`src/rtl/pixel_scan_ctrl.sv`:
```
// pixel_scan_ctrl: raster scan controller that fetches each pixel colour from the
// graphics stage and hands it to the LT24 driver with a pixelWrite/pixelReady handshake.
module pixel_scan_ctrl #(
    parameter int LCD_WIDTH   = 240,
    parameter int LCD_HEIGHT  = 320,
    parameter int GFX_LATENCY = 1,
    parameter int GAP_CYCLES  = 16
) (
    input  logic        clock,
    input  logic        resetApp,
    input  logic        enable,
    input  logic        pixelReady,
    input  logic [15:0] gfx_rgb,
    output logic [7:0]  x_addr,
    output logic [8:0]  y_addr,
    output logic        pixelWrite,
    output logic [15:0] pixelData,
    output logic        frame_start,
    output logic        frame_done,
    output logic [15:0] frame_count,
    output logic        busy
);
    localparam logic [7:0]  X_END   = 8'(LCD_WIDTH - 1);
    localparam logic [8:0]  Y_END   = 9'(LCD_HEIGHT - 1);
    localparam logic [15:0] LAT_END = 16'(GFX_LATENCY - 1);
    localparam logic [15:0] GAP_END = 16'(GAP_CYCLES - 1);

    typedef enum logic [1:0] {IDLE, FETCH, WRITE, GAP} state_t;

    state_t      state, state_n;
    logic [15:0] cnt, cnt_n;
    logic [7:0]  x_n;
    logic [8:0]  y_n;
    logic        wr_n, fs_n, fd_n;
    logic [15:0] data_n, fc_n;
    logic        last_col, last_pix;

    assign last_col = x_addr == X_END;
    assign last_pix = last_col && y_addr == Y_END;

    // cnt counts graphics latency in FETCH and idle cycles in GAP
    always_comb begin
        state_n = state;
        cnt_n   = cnt;
        x_n     = x_addr;
        y_n     = y_addr;
        wr_n    = pixelWrite;
        data_n  = pixelData;
        fs_n    = 1'b0;
        fd_n    = 1'b0;
        fc_n    = frame_count;
        case (state)
            IDLE: if (enable) begin
                state_n = FETCH;
                cnt_n   = '0;
                x_n     = '0;
                y_n     = '0;
                fs_n    = 1'b1;
            end
            FETCH: if (cnt == LAT_END) begin
                state_n = WRITE;
                data_n  = gfx_rgb;
                wr_n    = 1'b1;
            end else cnt_n = cnt + 16'd1;
            WRITE: if (pixelReady) begin
                wr_n    = 1'b0;
                cnt_n   = '0;
                x_n     = last_col ? '0 : x_addr + 8'd1;
                y_n     = last_pix ? '0 : last_col ? y_addr + 9'd1 : y_addr;
                fd_n    = last_pix;
                fc_n    = last_pix ? frame_count + 16'd1 : frame_count;
                state_n = last_pix ? GAP : FETCH;
            end
            GAP: if (cnt == GAP_END) begin
                state_n = enable ? FETCH : IDLE;
                cnt_n   = '0;
                fs_n    = enable;
            end else cnt_n = cnt + 16'd1;
            default: state_n = IDLE;
        endcase
    end

    always_ff @(posedge clock or posedge resetApp) begin
        if (resetApp) begin
            state       <= IDLE;
            cnt         <= '0;
            x_addr      <= '0;
            y_addr      <= '0;
            pixelWrite  <= 1'b0;
            pixelData   <= '0;
            frame_start <= 1'b0;
            frame_done  <= 1'b0;
            frame_count <= '0;
            busy        <= 1'b0;
        end else begin
            state       <= state_n;
            cnt         <= cnt_n;
            x_addr      <= x_n;
            y_addr      <= y_n;
            pixelWrite  <= wr_n;
            pixelData   <= data_n;
            frame_start <= fs_n;
            frame_done  <= fd_n;
            frame_count <= fc_n;
            busy        <= state_n != IDLE;
        end
    end
endmodule
```
`config.mk`:
```
export PLATFORM = sky130hd
export DESIGN_NAME = pixel_scan_ctrl
export DESIGN_NICKNAME = d
export VERILOG_FILES = /design/src/rtl/pixel_scan_ctrl.sv
export SDC_FILE = /design/constraint.sdc
export NUM_CORES = 1
export LEC_CHECK = 0
export CAP_MARGIN = 20
export CORE_MARGIN = 2
export CORE_UTILIZATION = 45
export CTS_CLUSTER_DIAMETER = 80
export DETAILED_ROUTE_END_ITERATION = 10
export HOLD_SLACK_MARGIN = 0.1
export PLACE_DENSITY = 0.81
export SYNTH_ARGS = -nofsm -noshare
export SYNTH_HDL_FRONTEND = slang
export SYNTH_SLANG_ARGS = --single-unit
```
`constraint.sdc`:
```
create_clock -name clock -period 5.15 [get_ports clock]
set_clock_uncertainty 0.1 [all_clocks]
set_input_delay 1.545 -clock clock [delete_from_list [all_inputs] [get_ports clock]]
set_output_delay 1.545 -clock clock [all_outputs]
set_load 0.02 [all_outputs]
```
; Word-level counts from Yosys, hierarchy flattened
; Cells that the tools add are included.
[totals]
latchBits = 0
ramBits = 0
n_memories = 0
mem_bits_ro = 0
ff_bits = 71
elab_cells = 66
[op_classes]
mul = 0
eq_ne = 11
n_reduce_logical = 12
order_cmp = 0
add_sub_neg = 4
n_bitwise = 0
div = 0
n_mux = 29
shifts = 0
[ops]
columns = cell, count
row1 = 16-bit two-way mux, 4
row2 = 16-bit case mux with 4 select lines, 1
row3 = 9-bit two-way mux, 4
row4 = 16-bit by 1-bit adder with 16-bit output (second input constant), 2
row5 = 8-bit two-way mux, 3
row6 = 9-bit case mux with 2 select lines, 1
row7 = 16-bit by 4-bit equality test with 1-bit output (second input constant), 1
row8 = 16-bit logical NOT, 1
row9 = 8-bit case mux with 2 select lines, 1
row10 = 3-bit AND reduction, 4
row11 = 2-bit two-way mux, 5
row12 = 9-bit by 1-bit adder with 9-bit output (second input constant), 1
row13 = 9-bit equality test (second input constant), 1
row14 = 8-bit by 1-bit adder with 8-bit output (second input constant), 1
row15 = 8-bit equality test (second input constant), 1
row16 = 2-bit != test (second input constant), 4
row17 = 2-bit case mux with 4 select lines, 1
row18 = 1-bit two-way mux, 7
row19 = 2-bit nonzero test, 3
row20 = 2-bit equality test (second input constant), 2
row21 = 1-bit case mux with 2 select lines, 2
row22 = 4-bit AND reduction, 1
row23 = 3-bit != test (second input constant), 1
row24 = 2-bit by 1-bit equality test with 1-bit output (second input constant), 1
row25 = other kinds (3), 3

; Depth between registers and ports, before layout
; Gate-level depths: netlist (run 1).
[logic_depth]
word_depth = 6
depth_mapped = 8

; Worst setup path after synthesis (run 1)
; No wires, ideal clock.
[synth_timing]
path_type = input-to-reg
start = in enable
end = reg y_addr[3]
slack_ns = 2.217
stages = 6
arrival_time_ns = 2.712
cell_sequence = nor2b_1 or3_1 clkbuf_1 a21oi_2 o21ai_0 a22o_1
[synth_via]
elab_chain_len = 2
[synth_rtl]
columns = element, line_no
row1 = from (decl), 11  ; input logic enable,
row2 = 2-bit != test (no source line), n/a
row3 = 4-bit AND reduction (no source line), n/a
row4 = to (signal assigned), 99  ; y_addr <= y_n;
row5 = to (decl), 15  ; output logic [8:0] y_addr,
; No other way between the ends.
; A chain may end at the register's enable or synchronous reset.

; Final worst setup path (run 1)
[layout_timing]
start = in enable
end = reg y_addr[8]
; The elaborated chain is that of the path after synthesis.

==> metrics.md, run 1 <==
| Metric | Value |
|---|---|
| Vias/cell | 5.30 |
| Antenna violations before repair | 0 |
| R2R cell count | 7 |
| Hold depth | 1 |
| Total Power | 1.89 mW |
| Largest family of logic cells by synthesized area | simple AND/OR/NAND/NOR gates |
| Worst reg2reg endpoint | y_addr[8]$_DFFE_PP0P_ |
| HP Class | register to register |
| Die W | 91.8 um |
| Slew Limit Headroom | 0.531 |
| Switch Pwr | 0.639 mW |
| Endpoint class of the critical path | register |
| Slew Limit Fails | 0 |
| Max Cap Viol | 0 |
| Post-Synthesis Cell Area | 3470 um^2 |
| P_leak | 1.95 nW |
| Setup Fix Bufs, Post-CTS | 0 |
| Post-synth top area cell | dfrtp_1 |
| R2R Path Start | state[0]$_DFF_PP0_ |
| Wire per inst | 14.3 um |
| Sequential fraction of the synthesis area | 0.512 |
| GP Congestion | 0.841 |
| R2R Setup Slk | 2.49 ns |
| Syn_nets | 362 |
| Max IR drop VDD | 0.196 mV |
| Internal power | 1.25 mW |
| Syn Area/Cell | 10.4 um^2 |
| RSZ-0062 raised after global routing | false |
| Detailed Route WL | 7400 um |
| Grt ovf | 0 |
| Post-synth ARST share | 1.00 |
| Clock insertion delay at the later pin of the skew report | 0.34 ns |
| Arrival time at the worst endpoint | 3.53 ns |
| Status | completed |
| Final setup violation count | 0 |
| First-pass GRT wire length | 12600 um |
| Sequential Power Share | 0.370 |
| CP required | 5.28 ns |
| CTS root buf | clkbuf_8 |
| Area growth from synthesis to final layout | 30.6% |
| Post-layout net count | 440 |
| Cts hold-fix bufs | 0 |
| Share of layout cells above drive strength 1 | 0.101 |
| Total GRT Usage | 0.186 |
| Post-synthesis adder-cell area fraction | 0.0325 |
| Synth Area in XOR/XNOR | 0.0758 |
| Crit share post-route | 0.660 |
| #FFs+latches synth | 71 |
| # clock sinks | 71 |
| Hold EP | frame_count[15]$_DFFE_PP0P_ |
| Critical path peak fanout | 9 |
| Complex-gate fraction of the synthesized area | 0.0786 |
| Synth top area share | 0.512 |
| Number of I/O port buffers | 72 |
| Synth top area cells | dfrtp_1 (51%), mux2_2 (5.8%), xnor2_1 (5.6%) |
| Post-CTS sizing | 0 |
| Mux cell area share after synthesis | 0.0671 |
| Htree depth | 3 |
| Fmax achieved | 294 MHz |
| Fin. Hold Viols | 0 |
| Vias in the first global route | 2661 |
| Netlist cell types | 39 |
| Clock share of power | 0.262 |
| Iter 0 DRT Violations | 127 |
| CTS tree | done |
| CTS clock-pin slew for the worst setup and hold paths | 0.08 ns |
| Sw Ratio | 0.338 |
| IO Count | 73 |
| Final ANT Viol Nets | 0 |
| Antenna cell count | 0 |
| PwrDens | 417 nW/um^2 |
| Post-synth EDFFs | 0 |
| DRC | 0 |
| Vias | 2743 |
| Crit start category | input pin |
| Main synth FF type | dfrtp_1 |
| Die Y | 91.8 um |
| Hold_ws | 0.386 ns |
| Initial Utilization | 0.456 |
| Site row count | 32 |
| Simple-gate share of the synthesized area | 0.209 |
| Part of the power in combinational logic | 0.368 |
| Fin Setup TNS | 0 ns |
| Synth Warn # | 0 |
| HP Start | frame_count[15]$_DFFE_PP0P_ |
| Final worst path period need | 3.40 ns |
| Setup Crit Path Kind | input pin to register |
| Max Root-Sink Buffers | 2 |
| Largest net degree at the start of global routing | 39 |
| Final HPWL DP | 5350 um |
| Core area | 7610 um^2 |
| Full die area | 8430 um^2 |
| Slew @ Worst Pin | 0.701 ns |
| Mapped Cells | 333 |
| CTS buffer count | 9 |
| Drt first pass iters | 4 |
==> synthesized netlist by cell type (3+ instances only) <==
cell and n:
dfrtp_1 71, nor2_1 33, nand2_1 30, xnor2_1 22
mux2_2 18, nand3_1 18, o21ai_0 18, inv_1 14
nand4_1 13, ha_1 9, nor3_1 9, xor2_1 8
a21oi_1 6, and3_1 6, a22o_1 5, clkbuf_1 5
nor4_1 5, a31oi_1 4, and4_1 4, nor2b_1 4
and2_1 3, mux2i_1 3, o31ai_1 3
==> how the worst max path moves through the flow <==
| stage | startpoint | to | slack [ns] | cells after the start |
|---|---|---|---|---|
| global route | enable | y_addr[8]$_DFFE_PP0P_ | 1.68 | 6 |
| finish | enable | y_addr[8]$_DFFE_PP0P_ | 1.75 | 6 |
| global placement | enable | y_addr[5]$_DFFE_PP0P_ | 1.53 | 6 |
| floorplan | resetApp | busy$_DFF_PP0_ | 1.71 | 1 |
| detailed placement | enable | y_addr[8]$_DFFE_PP0P_ | 1.42 | 6 |
| CTS | enable | y_addr[8]$_DFFE_PP0P_ | 1.80 | 6 |
==> final cells by class <==
cell class,instances,area (um^2)
fillers,628,3080
flip-flops and latches,71,1780
multi-input cells,241,1610
repair buffers,74,743
clock buffers,11,141
well taps,102,128
clock inverters,5,81.3
inverters,14,52.6
==> state kept, by name, summed over array words and instances, names as in the netlist <==
name	cells
x_addr	8
frame_start	1
y_addr	9
cnt	16
pixelWrite	1
state	2
frame_done	1
busy	1
pixelData	16
frame_count	16
==> kinds of logic (layout without fill, tap and decap cells) <==
logic type      after synthesis  after routing
simple gates                137            137
fa+ha+maj                     9              9
mux                          21             21
xor+xnor                     30             30
flops                        71             71
buf+inv                      21            104
compound gates               44             44
==> through the flow <==
stage	worst slack (ns)	cell area (um^2)	cells	util
finish	1.75	4530	518	0.595
global route	1.68	4530	518	0.595
CTS	1.80	4530	518	0.595
detailed placement	1.42	4310	502	0.566
global placement	1.53	4290	501	0.564
floorplan	1.71	3470	333	-
==> metal layers <==
metal	global-route usage	up-vias	part of all wire
li1	-	1332	-
met1	0.239	1341	0.45
met2	0.312	62	0.50
met3	0.0493	8	0.040
met4	0.0498	0	0.010
met5	0	-	0
==> power groups by stage <==
stage	sequential, mW	clock (mW)	combinational, mW
6_report	0.700	0.496	0.695
2_1_floorplan	0.801	0	0.338
3_3_place_gp	0.706	0	0.671
4_1_cts	0.701	0.507	0.699
5_1_grt	0.713	0.536	0.747
3_5_place_dp	0.712	0	0.698
==> placed cells by master, fill, tap and decap left out, drive strengths merged, types with 5 or more instances in the layout <==
| master | synthesis | final |
|---|---|---|
| nand2 | 30 | 30 |
| mux2 | 18 | 18 |
| inv | 14 | 14 |
| nand3 | 18 | 18 |
| a21oi | 7 | 7 |
| nor3 | 10 | 10 |
| and3 | 6 | 6 |
| nor4 | 6 | 6 |
| xor2 | 8 | 8 |
| a22o | 5 | 5 |
| nand4 | 13 | 13 |
| o21ai | 19 | 19 |
| ha | 9 | 9 |
| clkdlybuf4s50 | 0 | 72 |
| dfrtp | 71 | 71 |
| clkbuf | 5 | 11 |
| nor2 | 33 | 33 |
| xnor2 | 22 | 22 |
==> critical path: stages <==
cell and delay [ns]:
clkdlybuf4s50_1 0.57, nor2b_1 0.11, or3_1 0.51, a21oi_2 0.35, o21ai_0 0.17, a22o_1 0.26
(Power assumes the default switching activity.)
==> run 2, diff against run 1 <==
--- a/config.mk
+++ b/config.mk
@@ -11,7 +11,7 @@
 export CTS_CLUSTER_DIAMETER = 80
 export DETAILED_ROUTE_END_ITERATION = 10
 export HOLD_SLACK_MARGIN = 0.1
-export PLACE_DENSITY = 0.81
+export PLACE_DENSITY = 0.84
 export SYNTH_ARGS = -nofsm -noshare
 export SYNTH_HDL_FRONTEND = slang
 export SYNTH_SLANG_ARGS = --single-unit
==> constraint.sdc (replaced) <==
create_clock -name clock -period 3 [get_ports clock]
set_clock_uncertainty 0.1 [all_clocks]
set_input_delay 0.9 -clock clock [delete_from_list [all_inputs] [get_ports clock]]
set_output_delay 0.9 -clock clock [all_outputs]
set_load 0.02 [all_outputs]
==> run 2 against run 1 <==
  * Global-route usage increased by 0.23 points
  * Final area up 1.1%
  * Via count up 1.2%
  * Critical endpoint unchanged
  * Largest power group is now combinational cells
==> metrics.md, run 2 (synthesized netlist as in run 1, its figures left out) <==
| Metric | Value |
|---|---|
| Clock insertion delay at the later pin of the skew report | 0.35 ns |
| CTS root buf | clkbuf_8 |
| Antenna violations before repair | 0 |
| CTS buffer count | 9 |
| Core area | 7610 um^2 |
| Most common cell after layout, fill and taps aside | clkdlybuf4s50_1 |
| Post-CTS sizing | 0 |
| Fin. Hold Viols | 0 |
| Status | completed |
| Final worst path period need | 2.59 ns |
| Post-layout net count | 446 |
| GP Congestion | 0.866 |
| Post-Route Utilization | 0.601 |
| Worst reg2reg endpoint | y_addr[8]$_DFFE_PP0P_ |
| Largest net degree at the start of global routing | 25 |
| Final HPWL DP | 5540 um |
| CP required | 3.18 ns |
| Dpl ws | 0.0975 ns |
| Crit share post-route | 0.862 |
| Area growth from synthesis to final layout | 31.9% |
| Placed cell count | 508 |
| Critical Path End | y_addr[8]$_DFFE_PP0P_ |
| R2R Setup Slk | 0.51 ns |
| Crit path from | enable |
| Wire per inst | 14.4 um |
| Slew Limit Headroom | 0.560 |
| Placement Cell Area | 4360 um^2 |
| Total Power | 3.27 mW |
| Share of layout cells above drive strength 1 | 0.116 |
| Max Cap Viol | 0 |
| RSZ-0062 raised after global routing | false |
| Largest stage delay, worst path | 0.54 ns |
| Setup Fix Bufs, Post-CTS | 0 |
| Die W | 91.8 um |
| Largest regs | cnt x16, frame_count x16, pixelData x16 |
| Site row count | 32 |
| Vias in the first global route | 2716 |
| Hold_ws | 0.381 ns |
| Final setup violation count | 0 |
| Antenna cell count | 0 |
| Detailed Route WL | 7530 um |
| Setup Crit Path Kind | input pin to register |
| CTS tree | done |
| Most frequent cells in the layout | clkdlybuf4s50_1 (72), dfrtp_1 (71), nor2_1 (33), nand2_1 (30), xnor2_1 (22) |
| DRC | 0 |
| Slew Limit Fails | 0 |
| Total GRT Usage | 0.188 |
| PnR worst setup slack | 0.413 ns |
| Die Y | 91.8 um |
| # clock sinks | 71 |
| CTS clock-pin slew for the worst setup and hold paths | 0.08 ns |
| Grt ovf | 0 |
| Post-route cell area | 4580 um^2 |
| Vias/cell | 5.30 |
| Critical path peak fanout | 8 |
| Fin Setup TNS | 0 ns |
| Crit-path cells | clkdlybuf4s50_1 > nor2b_1 > or3_1 > a21o_1 > nor2_1 > a22o_1 |
| IO Count | 73 |
| Number of I/O port buffers | 72 |
| Initial Utilization | 0.456 |
| HP Class | register to register |
| Crit start category | input pin |
| Max Root-Sink Buffers | 2 |
| Drt first pass iters | 4 |
| Iter 0 DRT Violations | 145 |
| Cts hold-fix bufs | 0 |
| Vias | 2776 |
| Layout Cells excl Fill | 524 |
| Endpoint class of the critical path | register |
| Slew @ Worst Pin | 0.658 ns |
| Max IR drop VDD | 0.380 mV |
| First-pass GRT wire length | 12600 um |
| Full die area | 8430 um^2 |
| Arrival time at the worst endpoint | 2.77 ns |
| PwrDens | 715 nW/um^2 |
| R2R Path Start | state[0]$_DFF_PP0_ |
| Htree depth | 3 |
| R2R cell count | 7 |
| P_leak | 1.98 nW |
| Final ANT Viol Nets | 0 |
| CP max-delay cell | clkdlybuf4s50_1 |
| Fmax achieved | 387 MHz |
[run 2: cell count changes in the layout (fill, tap and decap cells not counted)]
cell        change
buf_12          +1
buf_4           +6
buf_8           -1
clkbuf_1        -1
clkbuf_8        -1
clkinv_4        -1
clkinvlp_4      +2
inv_6           +1
[run 2: worst min path at each step]
stage | from | cells past startpoint | to | slack (ns)
after global placement | frame_count[15]$_DFFE_PP0P_ | 1 | frame_count[15]$_DFFE_PP0P_ | 0.36
final | frame_count[15]$_DFFE_PP0P_ | 1 | frame_count[15]$_DFFE_PP0P_ | 0.38
after CTS | frame_count[15]$_DFFE_PP0P_ | 1 | frame_count[15]$_DFFE_PP0P_ | 0.39
after global routing | frame_count[15]$_DFFE_PP0P_ | 1 | frame_count[15]$_DFFE_PP0P_ | 0.40
after detailed placement | frame_count[15]$_DFFE_PP0P_ | 1 | frame_count[15]$_DFFE_PP0P_ | 0.38
after floorplan | cnt[3]$_DFFE_PP0P_ | 1 | cnt[3]$_DFFE_PP0P_ | 0.40
[run 2: final cells by class]
class	instances	area [um^2]
clock buffers	9	124
clock inverters	7	96.3
fillers	632	3030
inverters	14	52.6
multi-input cells	241	1610
flip-flops and latches	71	1780
well taps	102	128
repair buffers	80	793
[run 2: layer usage]
metal,GRT usage,part of all wire,vias to the layer above
met5,0,0,-
met4,0.0871,0.015,0
met3,0.0386,0.035,9
met2,0.314,0.51,56
met1,0.236,0.44,1365
li1,-,-,1346
[run 2: critical path, delay by kind of cell]
family,cells,cell delay (ns)
AOI/OAI and AO/OA,2,0.46
buffers and inverters,1,0.54
and+or+nand+nor,3,0.87
[run 2: where the power goes]
part           internal (mW)  leakage (nW)  total, mW  switching [mW]
clock network          0.469         0.102      0.841           0.372
logic                  0.573         0.938       1.23           0.660
registers               1.11         0.937       1.20          0.0859
==> run 3, diff against run 2 <==
--- a/config.mk
+++ b/config.mk
@@ -5,13 +5,14 @@
 export SDC_FILE = /design/constraint.sdc
 export NUM_CORES = 1
 export LEC_CHECK = 0
+export ABC_AREA = 1
 export CAP_MARGIN = 20
 export CORE_MARGIN = 2
 export CORE_UTILIZATION = 45
 export CTS_CLUSTER_DIAMETER = 80
 export DETAILED_ROUTE_END_ITERATION = 10
 export HOLD_SLACK_MARGIN = 0.1
-export PLACE_DENSITY = 0.84
+export PLACE_DENSITY = 0.82
 export SYNTH_ARGS = -nofsm -noshare
 export SYNTH_HDL_FRONTEND = slang
 export SYNTH_SLANG_ARGS = --single-unit
==> run 3 against run 2 <==
  * Worst setup slack improved by 0.094 ns
  * Global-route usage rose by 0.78 points
  * Final area up 9.1%
  * Synthesized cell count is 57% higher
  * Critical path depth decreased by 5
  * Cell count rose by 36%
==> metrics.md, run 3 <==
| Metric | Value |
|---|---|
| Final HPWL DP | 6490 um |
| Antenna cell count | 0 |
| Syn_nets | 552 |
| Most instantiated cells after synthesis | nand2_1 (172), dfrtp_1 (71), inv_1 (55), nor2_1 (53), o21ai_0 (35) |
| P_leak | 2.31 nW |
| HP Start | pixelData[12]$_DFFE_PP0P_ |
| Post-synth ARST share | 1.00 |
| Initial Utilization | 0.458 |
| Fin Setup TNS | 0 ns |
| Synth Warn # | 0 |
| Setup Fix Bufs, Post-CTS | 0 |
| Drt first pass iters | 5 |
| Post-Synthesis Cell Area | 3960 um^2 |
| Arrival time at the worst endpoint | 1.49 ns |
| Slew @ Worst Pin | 0.615 ns |
| Fin. Hold Viols | 0 |
| Netlist cell types | 31 |
| Max Root-Sink Buffers | 2 |
| Post-layout net count | 629 |
| Post-CTS sizing | 0 |
| Synth top area cells | dfrtp_1 (45%), nand2_1 (16%), inv_1 (5.2%) |
| Share of layout cells above drive strength 1 | 0.0694 |
| Total GRT Usage | 0.196 |
| CTS clock-pin slew for the worst setup and hold paths | 0.08 ns |
| R2R cell count | 7 |
| Main synth FF type | dfrtp_1 |
| Fillers | 745 |
| Core area | 8640 um^2 |
| Vias/cell | 5.07 |
| Post-Route Utilization | 0.578 |
| Largest regs | cnt x16, frame_count x16, pixelData x16 |
| Number of I/O port buffers | 72 |
| Htree depth | 3 |
| Largest stage delay, worst path | 0.65 ns |
| Clock insertion delay at the later pin of the skew report | 0.34 ns |
| PwrDens | 676 nW/um^2 |
| Synth top area share | 0.449 |
| Vias | 3616 |
| Final worst path period need | 2.49 ns |
| Critical path peak fanout | 7 |
| Most common cell after layout, fill and taps aside | nand2_1 |
| Sequential fraction of the synthesis area | 0.449 |
| R2R Setup Slk | 0.83 ns |
| Slew Limit Headroom | 0.587 |
| Wire per inst | 12.6 um |
| RSZ-0062 raised after global routing | false |
| Vias in the first global route | 3427 |
| Total Power | 3.37 mW |
| HP Class | register to register |
| Final setup violation count | 0 |
| Die Y | 97.8 um |
| Area growth from synthesis to final layout | 26.0% |
| Most frequent cells in the layout | nand2_1 (172), clkdlybuf4s50_1 (72), dfrtp_1 (71), inv_1 (54), nor2_1 (53) |
| Most numerous cell in the Yosys netlist | nand2_1 |
| IO Count | 73 |
| Max Cap Viol | 0 |
| R2R Path Start | state[1]$_DFF_PP0_ |
| Largest net degree at the start of global routing | 72 |
| Endpoint class of the critical path | output port |
| Max IR drop VDD | 0.609 mV |
| GP Congestion | 0.915 |
| Grt ovf | 0 |
| Iter 0 DRT Violations | 187 |
| Slew Limit Fails | 0 |
| CTS tree | done |
| Post-synth top area cell | dfrtp_1 |
| Crit-path cells | clkdlybuf4s50_1 |
| Worst reg2reg endpoint | cnt[15]$_DFFE_PP0P_ |
| Crit start category | register |
| Mapped Cells | 523 |
| Syn Area/Cell | 7.57 um^2 |
| CP required | 2.00 ns |
| # clock sinks | 71 |
| Full die area | 9560 um^2 |
| CP max-delay cell | clkdlybuf4s50_1 |
| Hold EP | pixelData[12]$_DFFE_PP0P_ |
| Fmax achieved | 401 MHz |
| WP buf/inv | 1 |
| #FFs+latches synth | 71 |
| Crit share post-route | 0.831 |
| Hold depth | 2 |
| Detailed Route WL | 8990 um |
| CTS root buf | clkbuf_8 |
| Cts hold-fix bufs | 0 |
| Setup Crit Path Kind | register to output port |
| CTS buffer count | 9 |
| Site row count | 34 |
| Post-synth EDFFs | 0 |
| Antenna violations before repair | 0 |
| First-pass GRT wire length | 15500 um |
| Die W | 97.8 um |
| Status | completed |
| Final ANT Viol Nets | 0 |
| CP delay by family, top | buffers and inverters |
| DRC | 0 |
## run 3: per-stage QoR
stage | hold WS, ns | area (um^2) | cells | setup WS [ns]
floorplan | 0.391 | 3960 | 523 | 0.203
global placement | 0.363 | 4790 | 697 | 0.391
detailed placement | 0.369 | 4790 | 697 | 0.288
CTS | 0.392 | 4990 | 713 | 0.482
global route | 0.413 | 4990 | 713 | 0.438
finish | 0.386 | 4990 | 713 | 0.507
## run 3: worst max-delay path by stage
stage                                    start                    end  slack (ns)  depth (start not counted)
global route        frame_count[0]$_DFFE_PP0P_         frame_count[0]        0.44                          1
finish              frame_count[0]$_DFFE_PP0P_         frame_count[0]        0.51                          1
global placement                    pixelReady  x_addr[5]$_DFFE_PP0P_        0.39                         10
detailed placement                  pixelReady  x_addr[5]$_DFFE_PP0P_        0.29                         10
CTS                 frame_count[0]$_DFFE_PP0P_         frame_count[0]        0.48                          1
floorplan                             resetApp         busy$_DFF_PP0_        0.20                          1
## run 3: kinds of logic (layout without fill, tap and decap cells)
family / count (synthesis) / count (layout) / synth area share
buf+inv: 69 / 151 / 0.0730
xor+xnor: 18 / 18 / 0.0398
fa+ha+maj: 9 / 9 / 0.0284
flops: 71 / 71 / 0.449
compound gates: 54 / 54 / 0.0752
simple gates: 302 / 302 / 0.335
## run 3: final cells by class
type	instances	area (um^2)	area share
Multi-Input combinational cell	383	1890	0.379
Sequential cell	71	1780	0.356
Timing Repair Buffer	76	763	0.153
Inverter	59	225	0.0451
Tap cell	108	135	0.0271
Clock buffer	10	128	0.0256
Clock inverter	6	68.8	0.0138
## run 3: power by group
group          leakage, nW  internal [mW]  switching (mW)
Sequential           0.914           1.13           0.112
Clock               0.0973          0.390           0.386
Combinational         1.30          0.497           0.860
Total                 2.31           2.01            1.36
## run 3: worst min-delay path, delay by kind of cell (launching register included)
kind | cells | cell delay (ns)
AND/OR/NAND/NOR | 2 | 0.10
flip-flops | 1 | 0.35
## run 3: metal layers
metal / track usage / vias to the layer above / share of wire / routed length, um
met5: 0 / - / 0 / 0
met4: 0.0716 / 0 / 0.013 / 121
met3: 0.0465 / 13 / 0.062 / 559
met2: 0.311 / 117 / 0.46 / 4140
met1: 0.264 / 1665 / 0.46 / 4170
li1: - / 1821 / - / -
